**config.mk**
```make
export PLATFORM = sky130hd
export DESIGN_NAME = sparc_ifu_waittrk
export DESIGN_NICKNAME = d
export VERILOG_FILES = /design/src/rtl/sparc_ifu_waittrk.sv
export SDC_FILE = /design/constraint.sdc
export NUM_CORES = 1
export LEC_CHECK = 0
export ABC_AREA = 0
export BUFFER_PORTS_ARGS = -buffer_cell sky130_fd_sc_hd__buf_2
export CELL_PAD_IN_SITES_DETAIL_PLACEMENT = 1
export CELL_PAD_IN_SITES_GLOBAL_PLACEMENT = 2
export CORE_MARGIN = 3
export CORE_UTILIZATION = 38
export DETAILED_ROUTE_END_ITERATION = 16
export GPL_TIMING_DRIVEN = 0
export PLACE_DENSITY_LB_ADDON = 0.25
export SLEW_MARGIN = 20
export SYNTH_ARGS = -nofsm -noshare
export SYNTH_HDL_FRONTEND = slang
export SYNTH_SLANG_ARGS = --single-unit
```
**constraint.sdc**
```tcl
create_clock -name clk -period 5.2 [get_ports clk]
set_input_delay 0 -clock clk [delete_from_list [all_inputs] [get_ports clk]]
set_output_delay 0 -clock clk [all_outputs]
set_load 0.03 [all_outputs]
```
**src/rtl/sparc_ifu_waittrk.sv**
```systemverilog
// Per-thread wait tracking: four wait reasons, a wake pulse when every pending
// reason is released, and a per-thread wait-timeout counter with a sticky flag.
module sparc_ifu_waittrk #(
    parameter int NTHR = 4,
    parameter int TO_W = 10
) (
    input  logic            clk,
    input  logic            rst_l,
    input  logic [NTHR-1:0] thr_active,
    input  logic [NTHR-1:0] rst_thread,
    input  logic [NTHR-1:0] set_imiss,
    input  logic [NTHR-1:0] clr_imiss,
    input  logic [NTHR-1:0] set_other,
    input  logic [NTHR-1:0] clr_other,
    input  logic [NTHR-1:0] set_stb,
    input  logic [NTHR-1:0] clr_stb,
    input  logic [NTHR-1:0] dyser_stallreq,
    input  logic [TO_W-1:0] to_limit,
    output logic [NTHR-1:0] completion,
    output logic [NTHR-1:0] wm_imiss,
    output logic [NTHR-1:0] wm_other,
    output logic [NTHR-1:0] wm_stb,
    output logic [NTHR-1:0] wm_dyser,
    output logic [NTHR-1:0] wait_to
);

    logic [NTHR-1:0] r_imiss;
    logic [NTHR-1:0] r_other;
    logic [NTHR-1:0] r_stb;
    logic [NTHR-1:0] r_dyser;
    logic [NTHR-1:0] r_dys_q;
    logic [NTHR-1:0] r_wait_to;
    logic [TO_W-1:0] r_to_cnt [NTHR];

    logic [NTHR-1:0] w_dys_clr;
    logic [NTHR-1:0] w_any_wait;
    logic [NTHR-1:0] w_all_clr;
    logic [NTHR-1:0] w_set_any;
    logic [NTHR-1:0] w_to_hit;
    logic [NTHR-1:0] w_completion;

    assign w_dys_clr  = r_dys_q & ~dyser_stallreq;
    assign w_any_wait = r_imiss | r_other | r_stb | r_dyser;
    assign w_all_clr  = (~r_imiss | clr_imiss) & (~r_other | clr_other)
                      & (~r_stb | clr_stb) & (~r_dyser | w_dys_clr);
    // A new wait arriving in the release cycle suppresses the wake.
    assign w_set_any  = set_imiss | set_other | set_stb | rst_thread;
    assign w_completion = {NTHR{rst_l}} & w_any_wait & w_all_clr & ~w_set_any;

    always_comb begin
        w_to_hit = '0;
        for (int t = 0; t < NTHR; t++) begin
            w_to_hit[t] = (to_limit != '0) && (r_to_cnt[t] == to_limit);
        end
    end

    always_ff @(posedge clk) begin
        if (!rst_l) begin
            r_imiss   <= '0;
            r_other   <= '0;
            r_stb     <= '0;
            r_dyser   <= '0;
            r_dys_q   <= '0;
            r_wait_to <= '0;
            for (int t = 0; t < NTHR; t++) begin
                r_to_cnt[t] <= '0;
            end
        end else begin
            r_imiss <= set_imiss | (r_imiss & ~clr_imiss);
            r_other <= (set_other & thr_active) | rst_thread
                     | (r_other & thr_active & ~clr_other);
            r_stb   <= set_stb | (r_stb & ~clr_stb);
            r_dyser <= (dyser_stallreq & thr_active)
                     | (r_dyser & thr_active & ~w_dys_clr);
            r_dys_q <= dyser_stallreq;
            r_wait_to <= ~(w_completion | rst_thread) & (r_wait_to | w_to_hit);
            for (int t = 0; t < NTHR; t++) begin
                if (w_completion[t] || !w_any_wait[t]) begin
                    r_to_cnt[t] <= '0;
                end else if (r_to_cnt[t] != '1) begin
                    r_to_cnt[t] <= r_to_cnt[t] + TO_W'(1);
                end
            end
        end
    end

    assign completion = w_completion;
    assign wm_imiss   = r_imiss;
    assign wm_other   = r_other;
    assign wm_stb     = r_stb;
    assign wm_dyser   = r_dyser;
    assign wait_to    = r_wait_to;

endmodule
```
==> metrics.csv <==
stage,metric,value,unit
outcome,status,finished clean,
synthesis,Avg Synthesized Cell Area,10.2,µm²
timing,final worst-path cycle share,41.5,%
timing,Fmax achieved,463,MHz
power,VDD IR max,0.000102,V
cts,clock-pin slew on the worst setup and hold paths,70,ps
timing,Setup TNS,0,ps
cts,TritonCTS Sinks,64,
setup_path,CP Class,register to register,
route,DRC Markers,0,
cts,CTS tree,yes,
timing,Final min period,2160,ps
placed_design,GP Congestion,0.810,
placed_design,Port Buffer Count,60,
cts,CTS root buf,clkbuf_8,
route,Vias,3062,
cts,Skew-Pair Late Insertion Delay,340,ps
final_layout,final instance area,0.00476,mm²
final_layout,n_diodes,0,
die,DIE HEIGHT,106,µm
synthesis,sequential-to-total area share from yosys stat,44.6,%
setup_path,critical-path cell list,xor2_1 -> nor4_1 -> a41oi_1 -> nor4b_2 -> dlygate4sd3_1,
timing,Final Max Slew Viols,0,
timing,RSZ-0062 raised after global routing,no,
final_layout,# nets final,523,
cts,cts bufs inserted,9,
synthesis,Post-synth EDFFs,40,
final_layout,fin util,50.3,%
final_layout,layout cells sized above 1,22.5,%
placed_design,detailed placement HPWL,7700,µm
cts,CTS Buffer Depth,2,
timing,final setup violation count,0,
synthesis,"Cell Area, Synth",0.00377,mm²
cts,setup bufs post-CTS,0,
synthesis,dominant synthesized flop cell,edfxtp_1,
synthesis,Post-synth ARST share,0,%
placed_design,"worst slack, placed",3080,ps
synthesis,"FF+latch count, synth",64,
setup_path,CP Data Arrival Time,2440,ps
route,Initial DRC Count,67,
setup_path,startpoint types,register,
route,WL/cell,17.1,µm
worst_hold_path,Hold Path Class,primary input to register,
global_routing,Congestion Overflow GR,0,
final_layout,Area Growth Syn to Fin,26.3,%
route,routed vias/inst,5.07,
setup_path,Max stage delay on crit path,570,ps
die,# rows,35,
setup_path,CP max FO,5,
global_routing,number of global-route vias before repair,3406,
global_routing,initial antenna violation count,0,
timing,post-route worst setup slack,3040,ps
die,Die ar.,0.0111,mm²
global_routing,global-route wire length before repair,17100,µm
cts,H-Tree Depth,3,
route,post-detailed-routing wire length,10300,µm
synthesis,"area leader, netlist",edfxtp_1,
power,power density over the cells,247,mW/mm²
synthesis,top post-synthesis cells by area,"edfxtp_1 (32%), dfxtp_1 (13%), xor2_1 (12%), xnor2_1 (4.4%), nor3_1 (3.3%)",
power,Pleak,0.00206,µW
timing,clk_skew,5.15,ps
route,remaining antenna violation count,0,
die,Ports,72,
global_routing,GRT Overall Usage,19.4,%
setup_path,"Slowest-stage cell, CP",dlygate4sd3_1,
synthesis,top cell type's share of synthesized area,31.9,%
run,total of max-cap violations,0,
die,Initial Util,39.8,%
power,Pwr Total,1180,µW
timing,slew margin rel.,62.1,%
placed_design,DP Area,0.00423,mm²
route,Pre-antenna DRT Iters,4,
die,Core Footprint,0.00946,mm²
setup_path,WP data required,5490,ps
timing,"Hold Vio Cnt, Final",0,
synthesis,Post-Syn Nets,420,
timing,worst slew pin tran,561,ps
synthesis,Syn Inst Count,368,
global_routing,largest net degree at the start of global routing,11,
synthesis,Synth Warn #,0,
setup_path,crit end category,register,
die,Die W,106,µm
synthesis,Yosys cell types,47,
[per-layer routing]
metal  share of wire, %  track usage (%)
met3                4.7             4.47
met4                1.5             5.92
met2                 48             33.7
met5                  0                0
met1                 45             23.7
[cell usage after synthesis (12+ instances only)]
master / number
buf_2: 14
xor2_1: 53
nand2_1: 16
xnor2_1: 19
nor2_1: 26
and2_1: 13
edfxtp_1: 40
inv_1: 17
a21oi_1: 12
nor3_1: 25
dfxtp_1: 24
nand3_1: 14
[repair_timing]
action	in CTS	in global routing
endpoints found under the setup margin	0	0
hold endpoints to repair	24	0
resized for setup	0	0
hold buffers	32	0
[final cells by class]
type / count / area (µm²)
buffer: 22 / 126
clock buffer: 14 / 205
clock inverter: 1 / 5.00
fill: 1088 / 4700
inverter: 17 / 63.8
multi-input combinational: 265 / 1900
sequential: 64 / 1680
tap: 129 / 161
timing repair buffer: 92 / 621
[power breakdown]
group	switching, µW	internal, µW	total [µW]
logic	84.3	73.2	157
registers	20.0	552	572
clock network	193	254	447
total	297	879	1180
[final timing paths]
path	startpoint	end	slack, ps	cells after the start
min	clr_other[3]	wm_other[3]	30	4
min reg2reg	r_dys_q[2]	wm_dyser[2]	520	3
max reg2reg	r_to_cnt[3][5]	wait_to[3]	3040	5
max	r_to_cnt[3][5]	wait_to[3]	3040	5
[layout by cell type, fill, tap and decap left out, types with 4 or more instances in the layout]
master         instances
a21oi_1               12
and2_1                13
and3_1                 4
buf_2                 74
clkbuf_1               5
clkbuf_8              11
dfxtp_1               24
dlygate4sd3_1         32
edfxtp_1              40
ha_1                   4
inv_1                 17
nand2_1               16
nand2b_1               9
nand3_1               14
nand4_1                8
nor2_1                26
nor2b_1                8
nor3_1                25
nor4_1                10
o21a_1                 5
xnor2_1               19
xor2_1                53
[registers in the layout (all words and copies together) (netlist names)]
name and flops:
r_dys_q 4, wm_stb 4, wm_imiss 4, r_to_cnt 40, wm_other 4, wait_to 4
wm_dyser 4
[cell families (layout without fill, tap and decap cells)]
kind of cell             Yosys count  in the layout  synth area share (%)
AND/OR/NAND/NOR                  148            148                  22.1
XOR/XNOR                          72             72                  16.7
flip-flops                        64             64                  44.6
AO/OA/AOI/OAI                     41             41                  10.2
buffers and inverters             39            146                  5.05
adder cells (fa/ha/maj)            4              4                  1.33
[metrics by stage]
step,hold WS [ps],instances
floorplan,71.4,368
global placement,221,557
detailed placement,229,557
CTS,22.6,604
global route,45.4,604
finish,30.4,604
[critical path: cells and delay by family (launching register included)]
family | cells | cell delay, ps
AO/OA/AOI/OAI | 1 | 260
XOR/XNOR | 1 | 200
buffers and inverters | 1 | 570
AND/OR/NAND/NOR | 2 | 590
flip-flops | 1 | 480
No activity file was read; power rests on OpenSTA's default activity.
